`src/rtl/rr_decode_arbiter.sv`:
```
// ============================================================================
//  Module   : rr_decode_arbiter
//  Purpose  : 8-way round-robin arbiter with one-hot grant, hold limit with
//             timeout pulse, and a mandatory dead cycle between owners.
//  Revision : 1.0  initial release
// ============================================================================
`default_nettype none

module rr_decode_arbiter #(
    parameter int HOLD_MAX = 15
) (
    input  logic       clk,
    input  logic       rst_n,
    input  logic [7:0] req,
    input  logic       done,
    output logic [7:0] grant,
    output logic [2:0] gnt_idx,
    output logic       gnt_valid,
    output logic       timeout
);

    localparam logic [3:0] C_HOLD_MAX = 4'(HOLD_MAX);

    typedef enum logic [1:0] {
        S_IDLE = 2'd0,
        S_BUSY = 2'd1,
        S_GAP  = 2'd2
    } state_t;

    state_t     r_state;
    state_t     w_state_nxt;

    logic [7:0] r_grant,   w_grant_nxt;
    logic [2:0] r_gnt_idx, w_gnt_idx_nxt;
    logic       r_valid,   w_valid_nxt;
    logic       r_timeout, w_timeout_nxt;
    logic [3:0] r_cnt,     w_cnt_nxt;
    logic [2:0] r_last,    w_last_nxt;

    logic       w_found;
    logic [2:0] w_win;
    logic [2:0] w_cand;
    logic       w_at_max;
    logic       w_owner_req;
    logic       w_release;
    logic       w_revoke;

    // Search begins just past the previous owner and wraps; first hit wins.
    always_comb begin
        w_found = 1'b0;
        w_win   = 3'd0;
        w_cand  = 3'd0;
        for (int i = 1; i <= 8; i++) begin
            w_cand = r_last + 3'(i);
            if (!w_found && req[w_cand]) begin
                w_found = 1'b1;
                w_win   = w_cand;
            end
        end
    end

    assign w_at_max    = (r_cnt == C_HOLD_MAX);
    assign w_owner_req = req[r_gnt_idx];
    assign w_release   = done | ~w_owner_req | w_at_max;
    // Voluntary release (done or request drop) masks the timeout.
    assign w_revoke    = w_at_max & ~done & w_owner_req;

    always_ff @(posedge clk) begin
        if (!rst_n) begin
            r_state <= S_IDLE;
        end else begin
            r_state <= w_state_nxt;
        end
    end

    always_comb begin
        w_state_nxt   = r_state;
        w_grant_nxt   = r_grant;
        w_gnt_idx_nxt = r_gnt_idx;
        w_valid_nxt   = r_valid;
        w_timeout_nxt = 1'b0;
        w_cnt_nxt     = r_cnt;
        w_last_nxt    = r_last;
        case (r_state)
            S_IDLE: begin
                if (w_found) begin
                    w_gnt_idx_nxt = w_win;
                    w_grant_nxt   = 8'b1 << w_win;
                    w_valid_nxt   = 1'b1;
                    w_cnt_nxt     = 4'd1;
                    w_state_nxt   = S_BUSY;
                end
            end
            S_BUSY: begin
                if (w_release) begin
                    w_grant_nxt   = 8'h00;
                    w_valid_nxt   = 1'b0;
                    w_last_nxt    = r_gnt_idx;
                    w_timeout_nxt = w_revoke;
                    w_cnt_nxt     = 4'd0;
                    w_state_nxt   = S_GAP;
                end else if (!w_at_max) begin
                    w_cnt_nxt = r_cnt + 4'd1;
                end
            end
            S_GAP: begin
                w_state_nxt = S_IDLE;
            end
            default: begin
                w_state_nxt = S_IDLE;
            end
        endcase
    end

    always_ff @(posedge clk) begin
        if (!rst_n) begin
            r_grant   <= 8'h00;
            r_gnt_idx <= 3'd0;
            r_valid   <= 1'b0;
            r_timeout <= 1'b0;
            r_cnt     <= 4'd0;
            r_last    <= 3'd7;
        end else begin
            r_grant   <= w_grant_nxt;
            r_gnt_idx <= w_gnt_idx_nxt;
            r_valid   <= w_valid_nxt;
            r_timeout <= w_timeout_nxt;
            r_cnt     <= w_cnt_nxt;
            r_last    <= w_last_nxt;
        end
    end

    assign grant     = r_grant;
    assign gnt_idx   = r_gnt_idx;
    assign gnt_valid = r_valid;
    assign timeout   = r_timeout;

endmodule

`default_nettype wire

```
`config.mk`:
```
export PLATFORM = sky130hd
export DESIGN_NAME = rr_decode_arbiter
export DESIGN_NICKNAME = d
export VERILOG_FILES = /design/src/rtl/rr_decode_arbiter.sv
export SDC_FILE = /design/constraint.sdc
export NUM_CORES = 1
export LEC_CHECK = 0
export CORE_MARGIN = 1
export CORE_UTILIZATION = 30
export CTS_CLUSTER_DIAMETER = 30
export DETAILED_ROUTE_END_ITERATION = 10
export SYNTH_ARGS = -nofsm -noshare
export SYNTH_HDL_FRONTEND = slang
export SYNTH_SLANG_ARGS = --single-unit
```
`constraint.sdc`:
```
create_clock -name clk -period 3.7 [get_ports clk]
set_clock_uncertainty 0.2 [all_clocks]
set_input_delay 0.37 -clock clk [delete_from_list [all_inputs] [get_ports clk]]
set_output_delay 0.37 -clock clk [all_outputs]
set_load 0.02 [all_outputs]
```
After elaboration in Yosys (flattened, before gate mapping):

Index checks and enable logic that the tools add are counted.

* add/subtract/negate cells: 8
* $lt $le $gt $ge: 9
* equality and inequality tests: 5
* shift-type cells: 1
* multiplexer cells: 47
* bitwise operators: 6
* reductions and logical operators: 22

Operators by type and width (count)
* $lt A3 B4 Y1 const B: 9
* $bmux W1 S3: 9
* $mux W3: 8
* $mux W1: 19
* $mux W8: 2
* $pmux W8 S2: 1
* $add A3 B3 Y3 const B: 4
* $mux W4: 3
* $reduce_and A3 Y1: 3
* $pmux W4 S2: 1
* $shl A1 B3 Y8 const A: 1
* $logic_and A1 B1 Y1: 7
* $logic_not A1 Y1: 7
* $add A3 B2 Y3 const B: 2
* $reduce_and A2 Y1: 3
* $add A4 B1 Y4 const B: 1
* $eq A4 B4 Y1 const B: 1
* $mux W2: 2
* $ne A2 B2 Y1 const B: 2
* $pmux W2 S2: 1
* $add A3 B1 Y3 const B: 1
* $ne A3 B3 Y1 const B: 1
* $and A1 B1 Y1: 2
* $eq A2 B1 Y1 const B: 1
* 5 further kinds: 7

* register bits after elaboration: 22
* bits of input ports: 11
* output and inout port bits: 13

Depth between registers and ports, before layout:

* depth after elaboration: 28
* depth in mapped cells: 13
* mapped depth without buffers: 9

Worst setup path after synthesis:

Ideal clock, no wire load.

* path type: register -> register
* start: reg r_last[1]
* end: reg r_grant[0] (netlist: grant[0])
* setup time: 117 ps
* arrival: 3014 ps
* required time: 3383 ps
* setup slack: 369 ps
* stages on the path, launching flop included: 13
* clock period less this slack: 3331 ps
* cells stage by stage: dfxtp_1 buf_2 inv_1 ha_1 buf_2 buf_2 mux4_2 nor4_2 nand3_1 o221a_1 a2bb2oi_2 and3_4 a32o_1

* cells in the longest elaborated chain, start to end: 28

Ends and longest elaborated chain
* start, declared: line 38 `logic [2:0] r_last, w_last_nxt;`
* start signal, assigned: line 129 `r_last <= w_last_nxt;`
* $add A3 B1 Y3: line 54 `w_cand = r_last + 3'(i);`
* $bmux W1 S3: line 55 `if (!w_found && req[w_cand]) begin`
* $mux W1 (implied by the code): line 55
* $mux W1: line 55
* $logic_not A1 Y1: line 55
* $logic_and A1 B1 Y1: line 55
* $mux W1: line 55
* $logic_not A1 Y1: line 55
* [12 not listed]
* $logic_and A1 B1 Y1: line 55
* $mux W1: line 55
* $logic_not A1 Y1: line 55
* $logic_and A1 B1 Y1: line 55
* $mux W3: line 55
* $shl A1 B3 Y8: line 88 `w_grant_nxt = 8'b1 << w_win;`
* $mux W8: line 86 `if (w_found) begin`
* $pmux W8 S2: line 84 `case (r_state)`
* end signal, assigned: line 124 `r_grant <= w_grant_nxt;`
* end, declared: line 33 `logic [7:0] r_grant, w_grant_nxt;`

Several ways; a longest one is shown, not always the timed one. The select of a mux whose other input is x is not followed.
A chain may end at the register's enable or synchronous reset.

Final worst setup path:

* start: reg r_last[1]
* end: reg r_grant[2] (netlist: grant[2])

The elaborated chain is that of the path after synthesis.

==> impl_metrics.py <==
metrics = {
    "grt": {
        "use_met2": 0.257,
        "top_usage_layer": "met2",
        "grt_use_met1": 0.226,
        "grt.overflow.total": 0,
        "grt_pass1_vias": 1634,
        "grt_use_total": 0.163,
        "met3_usage": 0.0311,
        "grt_pass1_wl_mm": 8.25,
        "grt_max_degree": 18,
        "grt_antenna_before_repair": 0,
    },
    "yosys": {
        "syn_area_mm2": 0.00190,
        "synth-edff-count": 0,
        "synth_top_cell_by_area": "dfxtp_1",
        "synth_warnings": 0,
        "ys_ff_latch": 22,
        "seq_area_frac_synth": 0.232,
        "syn_avg_cell_area_um2": 10.0,
        "ys.flop_type": "dfxtp_1",
        "synthTopCellsByArea": "dfxtp_1 23%, mux4_2 20%, mux2i_1 7.4%",
        "postSynthCellCount": 189,
        "yosysTopAreaCellShare": 0.232,
        "syn_nets": 203,
        "synth_cell_types": 49,
        "synthArstFlopShare": 0,
    },
    "place": {
        "port_buffers": 23,
        "finalWeightedCongestion": 0.838,
        "dp_hpwl_mm": 3.74,
        "placed_cell_area_mm2": 0.00224,
    },
    "final_layout": {
        "diodes": 0,
        "nFillCells": 642,
        "final_common_cell": "clkdlybuf4s50_1",
        "fin_area_mm2": 0.00228,
        "syn_to_final_growth_pct": 20.2,
        "most-common-layout-cells": "23 x clkdlybuf4s50_1, 22 x dfxtp_1, 17 x mux4_2, 17 x nor2_1, 15 x nand2_1",
        "final_util": 0.379,
        "fin_nets": 232,
        "layout-drive-gt1-share": 0.222,
    },
    "clock_network": {
        "cts_tree": "built",
        "cts_setup_buffers": 0,
        "cts_made_buffers": 3,
        "cts-root-buf": "clkbuf_8",
        "cts-hold-fix-buffers": 0,
        "path_clk_slew_ns": 0.07,
        "clockBufferDepth": 2,
        "htree_num_levels": 1,
        "clkLatencyLatePin_ns": 0.26,
        "cts_resized": 0,
        "cts.sinks": 22,
    },
    "power_and_ir_drop": {
        "power_density_mw_per_mm2": 794,
        "ir_drop_mv": 0.372,
        "p_leak_nw": 0.831,
    },
    "setup_path": {
        "critPathSlowestCell": "mux4_2",
        "crit_path_start_kind": "register",
        "cpPeakStageDelay_ns": 0.50,
        "critPathMaxFanout": 9,
        "crit_path_start": "r_last[1]",
        "worstPathArrival_ns": 3.29,
        "worstPathCellList": "inv_1 > ha_1 > buf_4 > mux4_2 > o22ai_1 > mux2i_1 > o211ai_1 > a221o_1 > a32o_1",
        "worstPathRequired_ns": 3.65,
        "critPathCaptureType": "register",
        "worstSetupPathType": "reg -> reg",
        "reg2reg_from": "r_last[1]",
    },
    "routing": {
        "first_pass_iters": 4,
        "drt_iter0_drc": 122,
        "vias": 1639,
        "antenna_left": 0,
        "wire_per_inst_um": 16.8,
        "drc": 0,
        "detail_route.vias_per_cell": 5.63,
        "drt_wl_total_mm": 4.88,
    },
    "timing": {
        "fin_crit_sh": 0.902,
        "period_minus_slack_ns": 3.34,
        "max_freq_mhz": 300,
        "fin_setup_tns_ns": 0,
        "maxSlewViolCount": 0,
        "rsz0062_at_grt": "no",
        "relSlewSlack": 0.585,
        "finalSetupViolCount": 0,
        "hold_viol": 0,
        "worst_pin_slew_ns": 0.622,
    },
    "floorplanning": {
        "rows": 28,
        "die_w_um": 81.5,
        "die_area_mm2": 0.00665,
        "ios": 24,
        "dieHeight_um": 81.5,
        "initial_utilization": 0.315,
        "fp.coreArea_mm2": 0.00603,
    },
    "flow_run": {
        "drv_cap": 0,
    },
    "hold_path": {
        "min_from": "grant[5]",
        "hp-class": "reg -> reg",
    },
    "run_status": {
        "outcome": "complete, no violations",
    },
}
-- logic make-up (layout without fill, tap and decap cells) --
| kind of cell | count (synthesis) | count (layout) | share of synthesized area |
|---|---|---|---|
| mux | 40 | 40 | 0.335 |
| simple gates | 58 | 58 | 0.156 |
| buf+inv | 15 | 42 | 0.0415 |
| compound gates | 45 | 45 | 0.188 |
| flops | 22 | 22 | 0.232 |
| fa+ha+maj | 3 | 3 | 0.0198 |
| xor+xnor | 6 | 6 | 0.0277 |
-- area by class of cell --
class	instances	area, um2	share of cell area
Clock buffer	3	41.3	0.0181
Multi-Input combinational cell	152	1380	0.604
Sequential cell	22	440	0.193
Tap cell	75	93.8	0.0411
Timing Repair Buffer	33	305	0.134
Inverter	6	22.5	0.00987
-- per-layer routing --
layer / wire (um) / vias to the layer above
met1: 2310 / 800
met5: 0 / -
met2: 2270 / 35
met4: 70 / 0
li1: - / 795
met3: 221 / 9
-- flip-flops by register name (all words and copies together) (netlist names) --
| register | cells |
|---|---|
| gnt_idx | 3 |
| gnt_valid | 1 |
| grant | 8 |
| r_cnt | 4 |
| r_last | 3 |
| r_state | 2 |
| timeout | 1 |
-- synth_stat cells (all sizes together), types with 5 or more instances --
master / count
buf: 9
mux4: 17
nand2: 15
a21oi: 9
nor2: 17
dfxtp: 22
mux2: 9
nor3: 7
inv: 5
a32o: 8
o21ai: 8
mux2i: 14
-- critical path, delay by kind of cell (launching register included) --
family,cells,cell delay [ns]
AO/OA/AOI/OAI,4,1.19
multiplexers,2,0.76
buffers and inverters,2,0.27
flip-flops,1,0.33
adder cells (fa/ha/maj),1,0.48
-- power breakdown --
part	internal, mW	switching (mW)
logic	0.613	0.681
registers	0.301	0.0727
clock network	0.0726	0.0716
-- final timing paths --
path | endpoint | slack, ns | cells past startpoint
setup / recovery | grant[2] | 0.36 | 9
setup reg to reg | grant[2] | 0.36 | 9
hold reg to reg | grant[5] | 0.28 | 1
hold / removal | grant[5] | 0.28 | 1
-- stage by stage --
stage               power (mW)  worst slack (ns)  cells  hold WS, ns
floorplan                 1.32             0.369    189        0.280
global placement          1.66             0.275    288        0.267
detailed placement        1.67             0.308    288        0.263
CTS                       1.82             0.391    291        0.285
global route              1.95             0.162    291        0.313
finish                    1.81             0.363    291        0.276
Power figures use the tool's default switching activity.
==> patch, RTL diff (same settings) <==
Put one more register stage on the output `timeout`, with the module's reset. The value now appears one clock later. The other outputs are not delayed to match. Comments in the files are not updated.
--- a/src/rtl/rr_decode_arbiter.sv
+++ b/src/rtl/rr_decode_arbiter.sv
@@ -133,7 +133,13 @@
     assign grant     = r_grant;
     assign gnt_idx   = r_gnt_idx;
     assign gnt_valid = r_valid;
-    assign timeout   = r_timeout;
+    always_ff @(posedge clk) begin
+        if (!rst_n) begin
+            timeout <= '0;
+        end else begin
+            timeout <= r_timeout;
+        end
+    end
 
 endmodule
 
Check against the original RTL: no difference found for any inputs over 10 cycles, from zero or initial values and one cycle with rst_n low; that may be too few to reach the edited logic, so the function may still have changed.
==> patch against the unedited design <==
The flow now finishes with violations (DRC). Global-route usage down 1.9 points. Design area up 5.9%. Critical endpoint is now grant[4]. Sequential power down 3%. Sequential cell count up 1. Core utilization down 0.67 points. Routed wire length down 2.8%. Critical path depth unchanged. Die area up 8.3%. Synthesized area up 8.5%. Power down 9.5%. Worst setup slack worse by 0.040 ns. Non-clock buffer count down 3.
==> patch: results <==
metrics = {
    "critical_path": {
        "critical_path.max_stage_delay_ns": 0.58,
        "cp_top_family": "compound AO/OA/AOI/OAI gates",
        "cp.arrival_ns": 3.35,
        "path_max_fanout": 12,
        "slowest_stage": "a2111oi_1",
        "r2r_slack_ns": 0.32,
    },
    "pwr": {
        "p_leak_nw": 0.883,
        "vdd_ir_drop_max_uv": 350,
    },
    "finish": {
        "nNetsFinal": 256,
        "post_route_cells_drive_above_1_share": 0.162,
        "n_antenna_cell": 0,
        "largest_register_ffs": 8,
    },
    "yosys": {
        "synth.distinct_cells": 57,
        "syn-num-nets": 229,
        "synthTopCellsByCount": "dfxtp_1 (23), nor2_1 (17), inv_1 (16), nand2_1 (16), mux4_2 (13)",
        "synthArstFlopShare": 0,
        "seq_area_frac_synth": 0.224,
        "synth_area_leaders": "dfxtp_1 (22%), mux4_2 (14%), mux2i_1 (5.3%)",
        "ys_warn_count": 0,
    },
    "outcome": {
        "violations": "DRC",
        "outcome": "finished with violations",
    },
    "drt": {
        "firstDrtPassIters": 7,
        "post-route-drc-count": 1,
        "viasPerCell": 5.51,
        "detail_route.iter0.violations": 146,
        "wirelength_mm": 4.74,
    },
    "global_route": {
        "grt.total_usage": 0.144,
        "grt_pass1_wl_mm": 8.33,
        "grt_pass1_vias": 1650,
        "grt_max_degree": 22,
        "antenna_found_initial": 0,
    },
    "clock_network": {
        "htree_levels": 1,
        "cts_resized": 0,
        "cts_inserted_buffers": 3,
        "clk_pin_slew_worst_paths_ns": 0.08,
        "clockBufferDepth": 2,
        "cts-root-buf": "clkbuf_8",
        "clock_latency_ns": 0.26,
        "cts_setup_buffers": 0,
    },
    "placement": {
        "numPortBuffers": 23,
        "place_hpwl_mm": 3.66,
        "globalplace.congestion": 0.875,
    },
    "sta": {
        "tightestPinTransition_ns": 0.571,
        "timing.hold.ws_ns": 0.248,
        "finalSetupViolations": 0,
    },
    "worst_hold_path": {
        "holdCritPathClass": "flip-flop to flip-flop",
    },
}
patch: area by class of cell:
type	count	area [µm²]
multi-input combinational	167	1470
sequential	23	460
fill	646	4080
clock buffer	4	45.0
inverter	17	63.8
tap	77	96.3
timing repair buffer	30	283
patch: kinds of logic (layout without fill, tap and decap cells):
family / Yosys count / in the layout / synth area share
compound gates: 54 / 54 / 0.233
xor+xnor: 5 / 5 / 0.0213
fa+ha+maj: 3 / 3 / 0.0182
buf+inv: 25 / 51 / 0.0650
flops: 23 / 23 / 0.224
mux: 33 / 33 / 0.252
simple gates: 72 / 72 / 0.187
patch: through the flow:
step / instance area [µm²] / instances / utilization / setup slack (ns)
2_1_floorplan: 2060 / 215 / - / 0.437
3_3_place_gp: 2370 / 314 / 0.365 / 0.211
3_5_place_dp: 2370 / 314 / 0.365 / 0.226
4_1_cts: 2410 / 318 / 0.372 / 0.226
5_1_grt: 2420 / 318 / 0.372 / 0.117
6_report: 2420 / 318 / 0.372 / 0.322
patch: final timing paths:
check / from / to / depth (start not counted)
worst max-delay path: r_last[0] / grant[4] / 9
worst min-delay path: r_timeout / timeout / 1
worst max register to register: r_last[0] / grant[4] / 9
worst min register to register: r_timeout / timeout / 1
patch: power by group:
| group | internal (mW) | switching (mW) | leakage [nW] |
|---|---|---|---|
| logic | 0.505 | 0.620 | 0.673 |
| clock network | 0.0768 | 0.0759 | 0.0228 |
| registers | 0.302 | 0.0605 | 0.188 |
| total | 0.884 | 0.756 | 0.883 |
patch: per-layer routing:
| layer | global-route usage | vias to the layer above | part of all wire |
|---|---|---|---|
| li1 | - | 873 | - |
| met1 | 0.211 | 816 | 0.49 |
| met2 | 0.219 | 59 | 0.43 |
| met3 | 0.0272 | 4 | 0.070 |
| met4 | 0.0308 | 0 | 0.0070 |
| met5 | 0 | - | 0 |
